## src/rtl/uart_shk_pkg.sv

```systemverilog
// Shared definitions for the UART <-> shake-bus bridges: baud arithmetic,
// FSM state encodings and error vector bit positions.
package uart_shk_pkg;

    localparam int ERR_FRAME   = 0;
    localparam int ERR_PARITY  = 1;
    localparam int ERR_OVERRUN = 2;
    localparam int ERR_TIMEOUT = 3;

    typedef enum logic [2:0] {
        F_ADDR,
        F_DATA,
        F_WAIT,
        F_VALID,
        F_SYNC
    } frame_state_t;

    typedef enum logic [2:0] {
        R_IDLE,
        R_START,
        R_DATA,
        R_PARITY,
        R_STOP,
        R_WAIT_HIGH
    } rx_state_t;

    function automatic int baud_numb(input int sys_fre, input int baud_rate);
        return sys_fre / baud_rate;
    endfunction

    function automatic int cnt_width(input int numb);
        return $clog2(numb + 1);
    endfunction

endpackage

```

## src/rtl/uart_rx_byte.sv

```systemverilog
// UART byte receiver: 2-flop synchroniser, mid-bit sampling, byte/error strobes.
// UART_TO_SHK_PARITY_EN selects 8E1 framing; otherwise 8N1.
module uart_rx_byte
    import uart_shk_pkg::*;
#(
    parameter int NB_BAUD_NUMB = 868
) (
    input  logic       clk,
    input  logic       reset,
    input  logic       rx,
    output logic       busy,
    output logic       byte_ok,
    output logic [7:0] byte_data,
    output logic       err_frame,
    output logic       err_parity
);

    localparam int CNT_W = cnt_width(NB_BAUD_NUMB);
    localparam logic [CNT_W-1:0] CNT_FULL = CNT_W'(NB_BAUD_NUMB - 1);
    localparam logic [CNT_W-1:0] CNT_HALF = CNT_W'(NB_BAUD_NUMB / 2 - 1);

    logic [1:0]       sync_q;
    logic             rx_d;
    logic             rx_s;
    logic             fall;
    logic             tc;
    logic             stop_hit;
    logic             par_ok;
    rx_state_t        state, state_nxt;
    logic [CNT_W-1:0] cnt, cnt_nxt;
    logic [2:0]       bit_idx, bit_idx_nxt;
    logic [7:0]       shreg, shreg_nxt;

    assign rx_s = sync_q[1];
    assign fall = rx_d & ~rx_s;
    assign tc   = (cnt == '0);

    always_ff @(posedge clk) begin
        if (reset) begin
            sync_q  <= 2'b11;
            rx_d    <= 1'b1;
            state   <= R_IDLE;
            cnt     <= '0;
            bit_idx <= '0;
            shreg   <= '0;
        end else begin
            sync_q  <= {sync_q[0], rx};
            rx_d    <= rx_s;
            state   <= state_nxt;
            cnt     <= cnt_nxt;
            bit_idx <= bit_idx_nxt;
            shreg   <= shreg_nxt;
        end
    end

`ifdef UART_TO_SHK_PARITY_EN
    logic par_q;

    always_ff @(posedge clk) begin
        if (reset) begin
            par_q <= 1'b0;
        end else if (state == R_PARITY && tc) begin
            par_q <= rx_s;
        end
    end

    // Even parity: the parity bit must equal the XOR of the data bits.
    assign par_ok = (par_q == ^shreg);
`else
    assign par_ok = 1'b1;
`endif

    always_comb begin
        state_nxt   = state;
        cnt_nxt     = cnt - 1'b1;
        bit_idx_nxt = bit_idx;
        shreg_nxt   = shreg;
        case (state)
            R_IDLE: begin
                if (fall) begin
                    state_nxt = R_START;
                    cnt_nxt   = CNT_HALF;
                end
            end
            R_START: begin
                if (tc) begin
                    if (rx_s) begin
                        state_nxt = R_IDLE;
                    end else begin
                        state_nxt   = R_DATA;
                        cnt_nxt     = CNT_FULL;
                        bit_idx_nxt = '0;
                    end
                end
            end
            R_DATA: begin
                if (tc) begin
                    shreg_nxt   = {rx_s, shreg[7:1]};
                    cnt_nxt     = CNT_FULL;
                    bit_idx_nxt = bit_idx + 3'd1;
                    if (bit_idx == 3'd7) begin
`ifdef UART_TO_SHK_PARITY_EN
                        state_nxt = R_PARITY;
`else
                        state_nxt = R_STOP;
`endif
                    end
                end
            end
`ifdef UART_TO_SHK_PARITY_EN
            R_PARITY: begin
                if (tc) begin
                    state_nxt = R_STOP;
                    cnt_nxt   = CNT_FULL;
                end
            end
`endif
            R_STOP: begin
                // A low stop bit means the line may still be low; re-arm only once it idles.
                if (tc) begin
                    state_nxt = rx_s ? R_IDLE : R_WAIT_HIGH;
                end
            end
            R_WAIT_HIGH: begin
                if (rx_s) begin
                    state_nxt = R_IDLE;
                end
            end
            default: state_nxt = R_IDLE;
        endcase
    end

    assign stop_hit   = (state == R_STOP) && tc;
    assign byte_ok    = stop_hit & rx_s & par_ok;
    assign err_frame  = stop_hit & ~rx_s;
    assign err_parity = stop_hit & rx_s & ~par_ok;
    assign byte_data  = shreg;
    assign busy       = (state != R_IDLE) || fall;

endmodule

```

## src/rtl/uart_to_shk.sv

```systemverilog
// UART RX to shake-bus write master: pairs {address, data} bytes into writes.
// UART_TO_SHK_PARITY_EN enables 8E1 framing and the parity error bit.
//
// state   | meaning
// F_ADDR  | waiting for the address byte
// F_DATA  | address held, waiting for data byte, inter-byte timeout running
// F_WAIT  | frame complete, waiting for m_shk_wr_ready
// F_VALID | m_shk_wr_valid pulse
// F_SYNC  | m_shk_wr_msync pulse
module uart_to_shk
    import uart_shk_pkg::*;
#(
    parameter int NB_BAUD_RATE   = 115200,
    parameter int NB_SYS_FRE     = 100_000_000,
    parameter int NB_TIMEOUT_BIT = 20,
    parameter int WD_SHK_DATA    = 8,
    parameter int WD_SHK_ADDR    = 8,
    parameter int WD_ERR_INFO    = 4
) (
    input  logic                   i_sys_clk,
    input  logic                   i_sys_reset,
    input  logic                   s_port_uart_rx,
    output logic                   m_shk_wr_valid,
    output logic                   m_shk_wr_msync,
    output logic [WD_SHK_DATA-1:0] m_shk_wr_mdata,
    output logic [WD_SHK_ADDR-1:0] m_shk_wr_maddr,
    input  logic                   m_shk_wr_ready,
    input  logic                   i_err_clr,
    output logic [WD_ERR_INFO-1:0] m_err_uart_info1
);

    localparam int NB_BAUD_NUMB = baud_numb(NB_SYS_FRE, NB_BAUD_RATE);
    localparam int TMO_NUMB     = NB_TIMEOUT_BIT * NB_BAUD_NUMB;
    localparam int TMO_W        = cnt_width(TMO_NUMB);
    localparam logic [TMO_W-1:0] TMO_LOAD = TMO_W'(TMO_NUMB - 1);

    logic                   rx_busy;
    logic                   rx_byte_ok;
    logic [7:0]             rx_byte_data;
    logic                   rx_err_frame;
    logic                   rx_err_parity;
    frame_state_t           state, state_nxt;
    logic [TMO_W-1:0]       tmr;
    logic                   timeout;
    logic [WD_SHK_ADDR-1:0] addr_pend;
    logic [WD_ERR_INFO-1:0] err_q;
    logic [WD_ERR_INFO-1:0] err_set;
    logic                   busy_frame;

    uart_rx_byte #(
        .NB_BAUD_NUMB (NB_BAUD_NUMB)
    ) u_rx (
        .clk        (i_sys_clk),
        .reset      (i_sys_reset),
        .rx         (s_port_uart_rx),
        .busy       (rx_busy),
        .byte_ok    (rx_byte_ok),
        .byte_data  (rx_byte_data),
        .err_frame  (rx_err_frame),
        .err_parity (rx_err_parity)
    );

    // Timer restarts whenever a byte is in flight, so it only measures idle line time.
    always_ff @(posedge i_sys_clk) begin
        if (i_sys_reset) begin
            tmr <= TMO_LOAD;
        end else if (state != F_DATA || rx_busy) begin
            tmr <= TMO_LOAD;
        end else if (tmr != '0) begin
            tmr <= tmr - 1'b1;
        end
    end

    assign timeout    = (state == F_DATA) && !rx_busy && (tmr == '0);
    assign busy_frame = (state == F_WAIT) || (state == F_VALID) || (state == F_SYNC);

    always_ff @(posedge i_sys_clk) begin
        if (i_sys_reset) begin
            state          <= F_ADDR;
            addr_pend      <= '0;
            m_shk_wr_maddr <= '0;
            m_shk_wr_mdata <= '0;
            err_q          <= '0;
        end else begin
            state <= state_nxt;
            if (state == F_ADDR && rx_byte_ok) begin
                addr_pend <= WD_SHK_ADDR'(rx_byte_data);
            end
            if (state == F_DATA && rx_byte_ok) begin
                m_shk_wr_maddr <= addr_pend;
                m_shk_wr_mdata <= WD_SHK_DATA'(rx_byte_data);
            end
            err_q <= (err_q & ~{WD_ERR_INFO{i_err_clr}}) | err_set;
        end
    end

    always_comb begin
        err_set              = '0;
        err_set[ERR_FRAME]   = rx_err_frame;
        err_set[ERR_PARITY]  = rx_err_parity;
        err_set[ERR_OVERRUN] = rx_byte_ok && busy_frame;
        err_set[ERR_TIMEOUT] = timeout;
    end

    always_comb begin
        state_nxt = state;
        case (state)
            F_ADDR: begin
                if (rx_byte_ok) begin
                    state_nxt = F_DATA;
                end
            end
            F_DATA: begin
                if (rx_byte_ok) begin
                    state_nxt = m_shk_wr_ready ? F_VALID : F_WAIT;
                end else if (rx_err_frame || rx_err_parity || timeout) begin
                    state_nxt = F_ADDR;
                end
            end
            F_WAIT: begin
                if (m_shk_wr_ready) begin
                    state_nxt = F_VALID;
                end
            end
            F_VALID: state_nxt = F_SYNC;
            F_SYNC:  state_nxt = F_ADDR;
            default: state_nxt = F_ADDR;
        endcase
    end

    assign m_shk_wr_valid   = (state == F_VALID);
    assign m_shk_wr_msync   = (state == F_SYNC);
    assign m_err_uart_info1 = err_q;

endmodule

```

## config.mk

```make
export PLATFORM = sky130hd
export DESIGN_NAME = uart_to_shk
export DESIGN_NICKNAME = d
export VERILOG_FILES = /design/src/rtl/uart_shk_pkg.sv /design/src/rtl/uart_rx_byte.sv /design/src/rtl/uart_to_shk.sv
export SDC_FILE = /design/constraint.sdc
export NUM_CORES = 1
export LEC_CHECK = 0
export BUFFER_PORTS_ARGS = -buffer_cell sky130_fd_sc_hd__buf_2
export CORE_MARGIN = 8
export CORE_UTILIZATION = 50
export CTS_BUF_LIST = sky130_fd_sc_hd__clkbuf_2 sky130_fd_sc_hd__clkbuf_4 sky130_fd_sc_hd__clkbuf_8
export CTS_CLUSTER_SIZE = 30
export DETAILED_ROUTE_END_ITERATION = 10
export PLACE_DENSITY = 0.69
export SYNTH_ARGS = -nofsm -noshare
export SYNTH_HDL_FRONTEND = slang
export SYNTH_HIERARCHICAL = 1
export SYNTH_SLANG_ARGS = --single-unit
```

## constraint.sdc

```tcl
create_clock -name i_sys_clk -period 2.9 [get_ports i_sys_clk]
set_input_delay 0 -clock i_sys_clk [delete_from_list [all_inputs] [get_ports i_sys_clk]]
set_output_delay 0 -clock i_sys_clk [all_outputs]
set_load 0.05 [all_outputs]
```

==> flow_metrics.tcl <==
set metrics [dict create \
    status "finished clean" \
    antenna_found_initial 0 \
    drive_gt1_share_pct 15.6 \
    die_w_um 95.8 \
    dr.max_layer_used "met4" \
    clockBufferDepth 2 \
    required_ps 3170 \
    numPortBuffers 26 \
    drv_slew 0 \
    yosys.area.top_type "dfxtp_1" \
    whs_ps 21.9 \
    synthDistinctLibCells 53 \
    root_buffer "clkbuf_8" \
    cts_tree "done" \
    totalWireLength_um 6460 \
    path_class "flop to flop" \
    grt_overflow 0 \
    drv_cap 0 \
    track_usage_pct 15.4 \
    crit_chain "inv_1 > ha_1 > nor3b_1 > nand3_4 > nor3_1 > nor2b_2 > and2_1 > buf_4 > nand2_1 > a21oi_1" \
    power_w 0.00216 \
    synth_top_family_by_area "simple AND/OR/NAND/NOR gates" \
    dp.cells 457 \
    setup.worst_path.end_class "flop" \
    place_congestion 0.800 \
    synth_cells 370 \
    synth-simple-area-share_pct 27.5 \
    grt_pass1_vias 2532 \
    viasPerCell 5.38 \
    hpwl_um 4450 \
    synth_area_leaders "dfxtp_1 46%, nand2_1 7.0%, a21oi_1 6.4%" \
    layout.cells.non_filler 474 \
    num_antenna_cells 0 \
    wl_met1_um 3160 \
    core_area_um2 6240 \
    synth_warnings 6 \
    start_util_pct 51.0 \
    fin_nets 402 \
    setup_viol 0 \
    skew_ps 8.09 \
    drt_iter0_drc 129 \
    ys_ff_latch 73 \
    synth-xor-area-share_pct 2.47 \
    clk_pin_slew_worst_paths_ps 80 \
    wl_per_cell_um 13.6 \
    rows 29 \
    design.die.area_um2 9180 \
    wl_met2_um 2930 \
    synth_nets 380 \
    avgSynthCellArea_um2 8.61 \
    utilization_pct 57.0 \
    num_vias 2551 \
    critPathBufInv 2 \
    tns_ps 0 \
    rsz0062_at_grt "no" \
    ys.flop_type "dfxtp_1" \
    pin_count 27 \
    grt_pass1_wl_um 11300 \
    finalCritPeriodShare_pct 87.9 \
    seq_area_frac_synth_pct 45.9 \
    synthArstFlopShare_pct 0 \
    fp.dieH_um 95.8 \
    critPathTopFamily "simple AND/OR/NAND/NOR gates" \
    ant_nets 0 \
    slowest_stage "nor3b_1" \
    synth_top_area_share_pct 45.9 \
    irDropWorstVdd_mv 0.345 \
    synth_compound_area_share_pct 13.9 \
    critPathLaunchType "flop" \
    met3_wirelength_um 314 \
    tightest_slew_ps 615 \
    arrival_ps 2820 \
    area_delta_synth_final_pct 11.6 \
    synth_edf_count 0 \
    cts_buffers 9 \
    syn_area_um2 3190 \
    hold_class "input pin to flop" \
    muxShareOfSynthArea_pct 4.24 \
    htreeDepth 3 \
    clkLatencyLatePin_ps 350 \
    finalCriticalPeriod_ps 2550 \
    p_per_area_nw_per_um2 609 \
    synthAdderAreaFrac_pct 1.96 \
    grt_max_degree 36 \
    critical_path.max_fanout 16 \
    fmaxAchievable_mhz 392 \
    cts.sinks 73 \
    slew_headroom_pct 59.0 \
    first_pass_iters 4 \
    timing_hold_violations_final 0 \
    p_leak_nw 1.35 \
    drc_errors 0 \
    max_stage_delay_ps 410 \
]
[final cells by class]
class / instances / area (µm²)
clock inverters: 7 / 61.3
flip-flops and latches: 73 / 1460
multi-input cells: 267 / 1610
inverters: 10 / 37.5
well taps: 77 / 96.3
fillers: 591 / 2690
repair buffers: 31 / 170
clock buffers: 9 / 124
[placed cells by master (no fill, tap or decap), types with 5 or more instances in the layout]
cell | Yosys | layout
a21oi_1 | 41 | 41
clkbuf_8 | 0 | 9
dfxtp_1 | 73 | 73
nor2_1 | 26 | 26
buf_2 | 6 | 26
mux2i_1 | 12 | 12
o31ai_1 | 7 | 7
or2_2 | 7 | 7
nor3b_1 | 5 | 5
ha_1 | 5 | 5
o21ai_0 | 8 | 8
nand2b_1 | 8 | 8
nor4_1 | 5 | 5
nand2_1 | 59 | 58
nor3_1 | 12 | 12
xnor2_1 | 6 | 6
inv_1 | 10 | 10
[flip-flops by register name, indices dropped and copies added (netlist names), 2 cells and up]
register and flops:
u_rx/byte_data 8, tmr 15, u_rx/state 3, m_err_uart_info1 4
m_shk_wr_maddr 8, addr_pend 8, u_rx/sync_q 2, u_rx/bit_idx 3
state 3, m_shk_wr_mdata 8, u_rx/cnt 10
[kinds of logic (layout without fill, tap and decap cells)]
family | Yosys count | after routing
AOI/OAI and AO/OA | 74 | 74
xor gates and xnor gates | 9 | 9
adders and majority gates | 5 | 5
buffers and inverters | 30 | 57
DFF | 73 | 73
muxes | 13 | 13
other | 1 | 1
and+or+nand+nor | 165 | 165
[final timing paths]
kind	startpoint	to	slack [ps]	cells past startpoint
max	u_rx/cnt[0]$_SDFF_PP0_	m_shk_wr_mdata[0]$_SDFFE_PP0P_	350	10
min	m_shk_wr_ready	state[0]$_SDFFE_PP0P_	20	3
max reg2reg	u_rx/cnt[0]$_SDFF_PP0_	m_shk_wr_mdata[0]$_SDFFE_PP0P_	350	10
min reg2reg	u_rx/sync_q[0]$_SDFF_PP1_	u_rx/sync_q[1]$_SDFF_PP1_	430	1
[stage by stage]
stage / setup slack (ps) / area [µm²]
after detailed placement: 259 / 3360
final: 351 / 3560
after global routing: 97.4 / 3560
after global placement: 374 / 3360
after floorplan: 469 / 3190
after CTS: 243 / 3550
[power breakdown]
part | total [W] | internal (W) | leakage [nW] | switching [W]
clock network | 0.000749 | 0.000328 | 0.0892 | 0.000421
registers | 0.00111 | 0.00105 | 0.592 | 0.0000632
logic | 0.000301 | 0.000141 | 0.670 | 0.000160
total | 0.00216 | 0.00152 | 1.35 | 0.000644
[tightest hold or removal path, stage by stage]
cell and delay [ps]:
buf_2 120, a21oi_1 130, a211oi_1 80
[routing by layer]
layer	vias up	global-route usage [%]
met5	-	0
met4	0	5.51
met3	6	5.07
met2	39	24.8
met1	1174	18.7
li1	1332	-
[timing repair]
item,4_1_cts,5_1_grt
resized for setup,0,2
hold buffers,1,0
buffers inserted,0,0
hold endpoints to repair,1,0
setup endpoints to repair,0,16
[synth_stat cells, drive strengths merged, types with 3 or more instances]
| master | count |
|---|---|
| dfxtp | 73 |
| nand2 | 59 |
| a21oi | 41 |
| nor2 | 26 |
| clkbuf | 13 |
| nor3 | 13 |
| mux2i | 12 |
| inv | 10 |
| nand2b | 8 |
| o21ai | 8 |
| or2 | 8 |
| buf | 7 |
| nor4 | 7 |
| o31ai | 7 |
| xnor2 | 6 |
| ha | 5 |
| nand3 | 5 |
| nor2b | 5 |
| nor3b | 5 |
| or3 | 5 |
| and2 | 4 |
| nand4 | 4 |
| or4 | 4 |
| a2111oi | 3 |
| a211oi | 3 |
| nand3b | 3 |
| xor2 | 3 |
Note: power is estimated with default switching activity, not from simulation.
